**config.mk**
```make
export PLATFORM = sky130hd
export DESIGN_NAME = run_continue_conditioner
export DESIGN_NICKNAME = d
export VERILOG_FILES = /design/src/rtl/run_continue_conditioner.sv
export SDC_FILE = /design/constraint.sdc
export NUM_CORES = 1
export LEC_CHECK = 0
export ABC_AREA = 1
export CAP_MARGIN = 40
export CORE_ASPECT_RATIO = 0.9
export CORE_MARGIN = 10
export CORE_UTILIZATION = 56
export CTS_BUF_LIST = sky130_fd_sc_hd__clkbuf_4 sky130_fd_sc_hd__clkbuf_8
export CTS_CLUSTER_DIAMETER = 100
export DETAILED_ROUTE_END_ITERATION = 7
export PLACE_DENSITY = 0.83
export SLEW_MARGIN = 10
export SYNTH_ARGS = -nofsm -noshare
export SYNTH_HDL_FRONTEND = slang
export SYNTH_SLANG_ARGS = --single-unit
```
**constraint.sdc**
```tcl
create_clock -name Clk -period 1.75 [get_ports Clk]
set_input_delay 0.35 -clock Clk [delete_from_list [all_inputs] [get_ports Clk]]
set_output_delay 0.35 -clock Clk [all_outputs]
set_load 0.01 [all_outputs]
```
**src/rtl/run_continue_conditioner.sv**
```systemverilog
// Run/Continue pushbutton conditioner: two independent channels. Each channel
// synchronises its key, debounces it, and gives a clean level plus a press strobe.
module run_continue_conditioner #(
  parameter int DEBOUNCE_CYCLES = 16,
  parameter int CNT_W           = 20
) (
  input  logic Clk,
  input  logic Reset,
  input  logic Run_n_raw,
  input  logic Continue_n_raw,
  output logic Run,
  output logic Continue,
  output logic Run_pulse,
  output logic Continue_pulse
);

  typedef enum logic [1:0] {RELEASED, CHK_PRESS, PRESSED, CHK_REL} state_t;

  localparam logic [CNT_W-1:0] CNT_LAST = CNT_W'(DEBOUNCE_CYCLES - 1);

  logic [1:0]       raw_n;
  logic [1:0]       sync1_q, sync1_d;
  logic [1:0]       sync2_q, sync2_d;
  logic [1:0]       pulse_q, pulse_d;
  logic [1:0]       sp;
  logic [1:0]       level;
  state_t           state_q [2];
  state_t           state_d [2];
  logic [CNT_W-1:0] cnt_q   [2];
  logic [CNT_W-1:0] cnt_d   [2];

  // Channel 0 is Run, channel 1 is Continue.
  assign raw_n = {Continue_n_raw, Run_n_raw};

  always_comb begin
    sync1_d = raw_n;
    sync2_d = sync1_q;
    sp      = ~sync2_q;
    pulse_d = 2'b00;
    level   = 2'b00;
    for (int ch = 0; ch < 2; ch++) begin
      state_d[ch] = state_q[ch];
      cnt_d[ch]   = cnt_q[ch];
      unique case (state_q[ch])
        RELEASED: begin
          if (sp[ch]) begin
            state_d[ch] = CHK_PRESS;
            cnt_d[ch]   = '0;
          end
        end
        CHK_PRESS: begin
          if (!sp[ch]) begin
            state_d[ch] = RELEASED;
            cnt_d[ch]   = '0;
          end else if (cnt_q[ch] == CNT_LAST) begin
            state_d[ch] = PRESSED;
            cnt_d[ch]   = '0;
            pulse_d[ch] = 1'b1;
          end else begin
            cnt_d[ch] = cnt_q[ch] + 1'b1;
          end
        end
        PRESSED: begin
          if (!sp[ch]) begin
            state_d[ch] = CHK_REL;
            cnt_d[ch]   = '0;
          end
        end
        CHK_REL: begin
          if (sp[ch]) begin
            state_d[ch] = PRESSED;
            cnt_d[ch]   = '0;
          end else if (cnt_q[ch] == CNT_LAST) begin
            state_d[ch] = RELEASED;
            cnt_d[ch]   = '0;
          end else begin
            cnt_d[ch] = cnt_q[ch] + 1'b1;
          end
        end
        default: begin
          state_d[ch] = RELEASED;
          cnt_d[ch]   = '0;
        end
      endcase
      // Level comes straight from the state register, so it cannot glitch.
      level[ch] = (state_q[ch] == PRESSED) || (state_q[ch] == CHK_REL);
    end
  end

  always_ff @(posedge Clk) begin
    if (Reset) begin
      sync1_q <= 2'b11;
      sync2_q <= 2'b11;
      pulse_q <= 2'b00;
      for (int ch = 0; ch < 2; ch++) begin
        state_q[ch] <= RELEASED;
        cnt_q[ch]   <= '0;
      end
    end else begin
      sync1_q <= sync1_d;
      sync2_q <= sync2_d;
      pulse_q <= pulse_d;
      for (int ch = 0; ch < 2; ch++) begin
        state_q[ch] <= state_d[ch];
        cnt_q[ch]   <= cnt_d[ch];
      end
    end
  end

  assign Run            = level[0];
  assign Continue       = level[1];
  assign Run_pulse      = pulse_q[0];
  assign Continue_pulse = pulse_q[1];

endmodule

```
# == Yosys cells after proc, flatten, opt, wreduce, memory -nomap -nowiden ==
# Memories as Yosys holds them, arrays and structs flattened.
# Cells that the tools add are included.
# totals
mem_count,2
wordCells,66
mem_bits_rw,44
input_bits,4
latch_bits,0
rom_bits,0
regBits,6
out_inout_bits,4
# classes
mux,35
n_reduce_logical,6
n_mul,0
eq_ne,8
addsub,2
div,0
magnitude_cmp,0
bitwise,9
shift,0
# memory_table
name,words,word_bits,read_ports,rd_ports_with_merged_regs,wr,line_no,rtl
cnt_q,2,20,2,0,2,29,logic [CNT_W-1:0] cnt_q [2];
state_q,2,2,2,0,2,27,state_t state_q [2];
# op_table
cell,count
20-bit 2-to-1 mux,12
20-bit case mux with 4 select lines,2
20-bit by 1-bit adder with 20-bit output (second input constant),2
20-bit by 4-bit == test with 1-bit output (second input constant),2
2-bit 2-to-1 mux,14
2-bit case mux with 4 select lines,2
2-bit == test (second input constant),4
3-bit OR reduction,2
1-bit 2-to-1 mux,5
2-bit by 1-bit == test with 1-bit output (second input constant),2
2-bit logical NOT,2
1-bit NOT,4
1-bit OR,4
1-bit logical OR,2
2-bit NOT,1

# == Logic depth before layout (Yosys ltp) ==
# Gate-level depths: netlist of run 1.
# depth
ltp_word,5
ltp_mapped,11
ltp_nobuf,11

# == Worst setup path after synthesis of run 1 ==
# Ideal clock, no wire load.
# synth_path
path_type,reg-to-reg
startpoint,"memory cnt_q[1][1], in the netlist cnt_q[0][21]"
endpoint,"memory cnt_q[1][6], in the netlist cnt_q[0][26]"
setup_ns,0.126
synth_period_minus_slack_ns,1.399
path_stages_with_launch,11
arrival_time_ns,1.273
setup_slack_ns,0.351
required_ns,1.624
path_buffers,0
cell_sequence,dfxtp_1 -> ha_1 -> nand2_1 -> inv_1 -> nand2_1 -> nor2_1 -> nand3_1 -> nand2_2 -> nand2_1 -> nand2_2 -> nor3_1
# synth_lines
item,line_no
start: declaration,29

==> results by group, run 1 <==
Run status
  • Status: finished clean

Pwr
  • Total chip power: ~2.2 mW
  • Maximum vdd drop: between 0.0006 and 0.0007 V
  • Power per cell area: around 740 nW/um^2
  • Leak Pwr: 1.15 nW

Layout
  • Layout cells sized above 1: between 10% and 20%
  • Final #Nets: 413
  • FILL cells: 422
  • Seq. cell area: about 1000 sq um
  • Final Instance Area: 2960 sq um
  • Syn-to-layout area delta: 9.93%
  • Antenna fix cells: 0
  • Area occupied by multi-input gates: about 1500 sq um

Logic synthesis
  • Largest family of logic cells by synthesized area: simple AND/OR/NAND/NOR gates
  • Syn_area_per_cell: a little under 7 sq um
  • Synth top area share: between 30 and 40%
  • Adder-Cell Fraction of Synth Area: less than 1%
  • Post-synthesis mux area share: 0%
  • Largest area contributor in the netlist: dfxtp_1
  • Synth Area in Simple Gates: about 43%
  • Cells after Synth: slightly below 400
  • Post-Synth XOR/XNOR Area: between 3 and 4%
  • Synth area leaders: dfxtp_1 (37%), nand2_1 (13%), nor2_1 (7.8%)
  • Number of distinct library cells after synthesis: 37
  • Synthesized flop and latch total: 50
  • Syn Nets: between 400 and 500
  • Mapped cell area: about 2700 sq um
  • Synth Area in Compound Gates: approximately 7.1%
  • Sequential fraction of the synthesis area: ~37%
  • Synth Warn #: 0

Critical path
  • Critical Path End Type: register
  • CP Max Fanout: 6
  • Setup Crit Path Kind: register to register
  • Required @ worst endpoint: between 1.5 and 2 ns
  • Reg2Reg Depth: 10
  • Startpoint Class: register
  • Worst EP arrival: about 1.8 ns

STA
  • Final setup violation count: 0
  • Fin worst setup slack: approximately 0.14 ns
  • Slew headroom: between 50% and 60%
  • Fin crit share: about nine tenths
  • Clock period minus worst slack: approximately 1.6 ns
  • RSZ-0062 raised after global routing: true
  • Worst Max-Slew Pin Slew: ~0.65 ns
  • Slew Viols, Final: 0
  • FMAX: roughly 620 MHz
  • Setup TNS: 0 ns
  • Layout Skew: 0.00844 ns
  • Final hold violations: 0

Place
  • IO buf count: 7
  • GP Congestion: ~0.87
  • Cell Area, Placed: between 2000 and 3000 sq um
  • Place WS: around 0.09 ns
  • DP Wirelength: 4.10 mm

Floorplanning
  • Initial Utilization: roughly three fifths
  • CORE AREA: between 4000 and 5000 sq um
  • Die W: approximately 93 um
  • Num rows: 23
  • Die H: approximately 86 um
  • Die area: around 8000 sq um
  • IO Pins: 8

CTS
  • H-tree levels: 2
  • Clk slew on worst S/H paths: around 0.090 ns
  • Cts-stage hold buffer count: 0
  • CTS tree: done
  • CTS max path bufs: 2
  • CTS Buf Count: 5
  • Clk_lat worst skew: slightly above 0.3 ns
  • Clock sinks: 50
  • Root Buffer: clkbuf_8

Worst hold path
  • Worst Hold Depth: 1
  • Hold/Removal Path Class: register to register

Drt
  • TritonRoute pass-1 iters: 5
  • DR vias/cell: between 5 and 6
  • DRT Wirelength: roughly 5.7 mm
  • Starting DRC count in detailed routing: slightly below 200
  • Drt wl/cell: ~12 um
  • Via count: roughly 2.5k
  • DRC viols: 0
  • Antenna-violating nets left: 0

GRT
  • Pin count of the biggest net entering global routing: 17
  • Number of global-route vias before repair: between 2k and 2.5k
  • Initial antenna violation count: 0
  • Gr usage total: approximately 15%
  • First-pass GRT wire length: roughly 10 mm
  • Gr ovfl total: 0

Run
  • Max-Cap Viols: 0
## cells in the final DEF, fill, tap and decap left out, types with 2 or more instances in the layout
cell type / Yosys / final
xor2_1: 9 / 9
a21oi_2: 2 / 2
a21o_1: 2 / 2
nor3_2: 2 / 2
nor2_4: 5 / 5
buf_4: 1 / 4
or2_2: 4 / 4
o21ai_0: 8 / 8
a31oi_1: 3 / 3
ha_1: 2 / 2
dfxtp_1: 50 / 49
nand2_1: 93 / 92
nor4_1: 4 / 4
nor2_2: 6 / 6
nand3_1: 32 / 31
clkdlybuf4s50_1: 0 / 7
a21oi_1: 17 / 17
and3_1: 2 / 2
inv_1: 47 / 45
nand3_2: 1 / 2
nor2_1: 56 / 56
nor3_1: 11 / 11
clkbuf_8: 0 / 5
nand2_4: 1 / 2
nand4_1: 13 / 13
nand2_2: 8 / 8
inv_2: 1 / 3
## synth_stat cells, drive strengths merged
| library cell | instances |
|---|---|
| a21o | 2 |
| a21oi | 19 |
| a31oi | 3 |
| and3 | 2 |
| buf | 6 |
| clkbuf | 3 |
| clkinv | 1 |
| dfxtp | 50 |
| ha | 2 |
| inv | 48 |
| nand2 | 102 |
| nand3 | 34 |
| nand4 | 13 |
| nor2 | 67 |
| nor3 | 13 |
| nor3b | 1 |
| nor4 | 4 |
| o21ai | 8 |
| o21bai | 1 |
| o31ai | 1 |
| or2 | 7 |
| xnor2 | 1 |
| xor2 | 9 |
## stage by stage
stage	utilization [%]	hold WS (ns)	std cells
finish	65.2	0.434	470
CTS	64.3	0.437	468
global placement	61.8	0.400	460
detailed placement	61.8	0.410	460
global route	65.2	0.437	470
floorplan	-	0.389	397
## cells by family (layout without fill, tap and decap cells)
family                     count (synthesis)  after routing
AOI/OAI and AO/OA                         34             34
DFF                                       50             50
and+or+nand+nor                          243            244
buffers and inverters                     58             68
adders and majority gates                  2              2
xor gates and xnor gates                  10             10
## layout make-up
class	instances	area share (%)
repair buffers	11	3.38
well taps	62	2.62
flip-flops and latches	50	33.8
inverters	49	6.21
multi-input cells	290	50.2
clock inverters	3	1.48
clock buffers	5	2.32
## state kept, by name, summed over array words and instances, names as in the netlist, named ones only
signal / flops
state_q: 2
pulse_q: 2
cnt_q: 40
sync1_q: 2
sync2_q: 2
## metal layers
metal	vias to the layer above	wire length, um	GRT usage, %
li1	1290	-	-
met1	1130	2790	18.9
met2	68	2500	23.7
met3	8	346	3.40
met4	0	63	4.48
met5	-	0	0
## power breakdown
| part | switching, mW | internal (mW) | total, mW | leakage [nW] |
|---|---|---|---|---|
| logic | 0.144 | 0.0571 | 0.201 | 0.691 |
| registers | 0.00888 | 1.15 | 1.16 | 0.405 |
| clock network | 0.399 | 0.429 | 0.828 | 0.0585 |
## critical path, stage by stage, from the launching register on
cell	delay, ns
dfxtp_1	0.35
ha_1	0.18
nand2_1	0.12
inv_2	0.11
nand2_1	0.05
nor2_1	0.12
nand3_2	0.12
nand2_4	0.13
nand2_2	0.10
nand2_2	0.13
nor3_1	0.06
## timing repair
item | CTS | global route
setup endpoints to repair | 0 | 24
endpoints found under the hold margin | 0 | 0
setup buffers | 0 | 1
gates resized for setup | 0 | 8
## final timing paths
kind | start | end | slack, ns
hold / removal | sync1_q[0] | sync2_q[0] | 0.43
setup / recovery | cnt_q[0][20] | cnt_q[0][27] | 0.14
hold reg to reg | sync1_q[0] | sync2_q[0] | 0.43
setup reg to reg | cnt_q[0][20] | cnt_q[0][27] | 0.14
Power figures use the tool's default switching activity.
==> run 2: changes to the inputs <==
--- a/config.mk
+++ b/config.mk
@@ -13,7 +13,8 @@
 export CTS_BUF_LIST = sky130_fd_sc_hd__clkbuf_4 sky130_fd_sc_hd__clkbuf_8
 export CTS_CLUSTER_DIAMETER = 100
 export DETAILED_ROUTE_END_ITERATION = 7
-export PLACE_DENSITY = 0.83
+export PLACE_DENSITY = 0.81
+export SKIP_CTS_REPAIR_TIMING = 1
 export SLEW_MARGIN = 10
 export SYNTH_ARGS = -nofsm -noshare
 export SYNTH_HDL_FRONTEND = slang
==> results by group, run 2 (same netlist as run 1, synthesis figures left out) <==
STA
  • Worst Max-Slew Pin Slew: a little over 0.6 ns
  • Clock period minus worst slack: between 1.5 and 2 ns
  • Hold slack final: approximately 0.42 ns
  • FMAX: 607 MHz
  • Slew headroom: about three fifths
  • Setup TNS: 0 ns
  • Fin crit share: 94.1%
  • Layout Skew: between 0.01 and 0.015 ns
  • Final hold violations: 0
  • Final setup violation count: 0
  • RSZ-0062 raised after global routing: true
  • Fin worst setup slack: 0.103 ns
  • Slew Viols, Final: 0

Layout
  • Final #Nets: between 400 and 500
  • Most frequent cells in the layout: nand2_1 (92), nor2_1 (56), dfxtp_1 (50)
  • Top reg by flops: cnt_q
  • Seq. cell area: 1000 sq um
  • Antenna fix cells: 0
  • Max reg flops: 40
  • Area occupied by multi-input gates: about 1500 sq um
  • Commonest non-fill, non-tap cell in the layout: nand2_1
  • Syn-to-layout area delta: 9.01%
  • FILL cells: about 420
  • Layout cells sized above 1: 12.2%

Worst hold path
  • Worst Hold Depth: 1
  • Hold/Removal Path Class: register to register

Run
  • Max-Cap Viols: 0

GRT
  • Pin count of the biggest net entering global routing: 17
  • Gr usage total: ~14%
  • Initial antenna violation count: 0
  • Gr ovfl total: 0
  • Number of global-route vias before repair: roughly 2.2k
  • First-pass GRT wire length: between 9 and 10 mm

CTS
  • Clk_lat worst skew: 0.31 ns
  • CTS tree: done
  • Root Buffer: clkbuf_8
  • CTS Buf Count: 5
  • Clk slew on worst S/H paths: 0.10 ns
  • Clock sinks: 50
  • H-tree levels: 2
  • CTS max path bufs: 2

Critical path
  • CP Max Fanout: 6
  • Worst r2r dst: cnt_q[0][23]
  • Startpoint Class: register
  • Critical Path End Type: register
  • Worst Setup EP: cnt_q[0][23]
  • R2r setup slk: 0.10 ns
  • R2r startpoint: cnt_q[0][21]
  • Crit. Startpoint: cnt_q[0][21]
  • Reg2Reg Depth: 10
  • Setup Crit Path Kind: register to register
  • Worst EP arrival: 1.86 ns
  • Required @ worst endpoint: a little under 2 ns

Floorplanning
  • Die W: roughly 93 um
  • Initial Utilization: roughly three fifths
  • Num rows: 23
  • Die H: around 86 um
  • Die area: around 8000 sq um
  • IO Pins: 8
  • CORE AREA: around 4500 sq um

Drt
  • DRC viols: 0
  • Antenna-violating nets left: 0
  • TritonRoute pass-1 iters: 4
  • Drt wl/cell: between 10 and 15 um
  • DR vias/cell: between 5 and 6
  • Via count: 2490
  • Starting DRC count in detailed routing: a little over 200
  • DRT Wirelength: between 5 and 6 mm

Place
  • GP Congestion: 0.852
  • Place WS: 0.00974 ns
  • IO buf count: 7
  • DP Wirelength: ~4.1 mm

Pwr
  • Total chip power: ~2 mW
  • Power per cell area: roughly 690 nW/um^2
  • Maximum vdd drop: between 0.0005 and 0.0006 V
  • Leak Pwr: ~1.1 nW

Run status
  • Status: finished clean
==> run 2: worst max-delay path: stages (launching register included) <==
cell and delay [ns]:
dfxtp_1 0.36, ha_1 0.17, nand2_1 0.12, inv_2 0.12, nand2_1 0.05, nor2_1 0.15
nand3_2 0.13, nand2_4 0.14, nand2_2 0.11, nand2_2 0.13, nor3_1 0.06
==> run 2: worst min path at each step <==
| stage | endpoint | slack, ns | start |
|---|---|---|---|
| CTS | sync2_q[0] | 0.42 | sync1_q[0] |
| global placement | sync2_q[0] | 0.39 | sync1_q[0] |
| global route | sync2_q[1] | 0.45 | sync1_q[1] |
| finish | sync2_q[0] | 0.42 | sync1_q[0] |
| detailed placement | sync2_q[0] | 0.40 | sync1_q[0] |
| floorplan | sync2_q[0] | 0.39 | sync1_q[0] |
==> run 2: layer usage <==
metal | track usage, % | part of all wire [%] | vias up
met2 | 23.2 | 43 | 64
met4 | 4.62 | 1.0 | 0
met1 | 18.1 | 49 | 1131
met5 | 0 | 0 | -
met3 | 3.75 | 6.7 | 6
li1 | - | - | 1289
==> run 2: through the flow <==
| stage | instances | util, % | instance area (sq um) |
|---|---|---|---|
| final | 471 | 64.6 | 2940 |
| after global routing | 471 | 64.6 | 2940 |
| after CTS | 468 | 63.8 | 2900 |
| after detailed placement | 460 | 61.8 | 2810 |
| after global placement | 460 | 61.8 | 2810 |
| after floorplan | 397 | - | 2700 |
==> run 2: power breakdown <==
group | leakage [nW] | internal (mW) | switching [mW]
sequential | 0.404 | 1.15 | 0.00892
clock | 0.0441 | 0.281 | 0.398
combinational | 0.696 | 0.0550 | 0.138
==> run 2: cell type report <==
cell class / instances / area share [%]
Sequential cell: 50 / 34.1
Clock inverter: 3 / 0.724
Clock buffer: 5 / 2.34
Inverter: 49 / 6.26
Multi-Input combinational cell: 290 / 50.3
Timing Repair Buffer: 12 / 3.66
Tap cell: 62 / 2.64
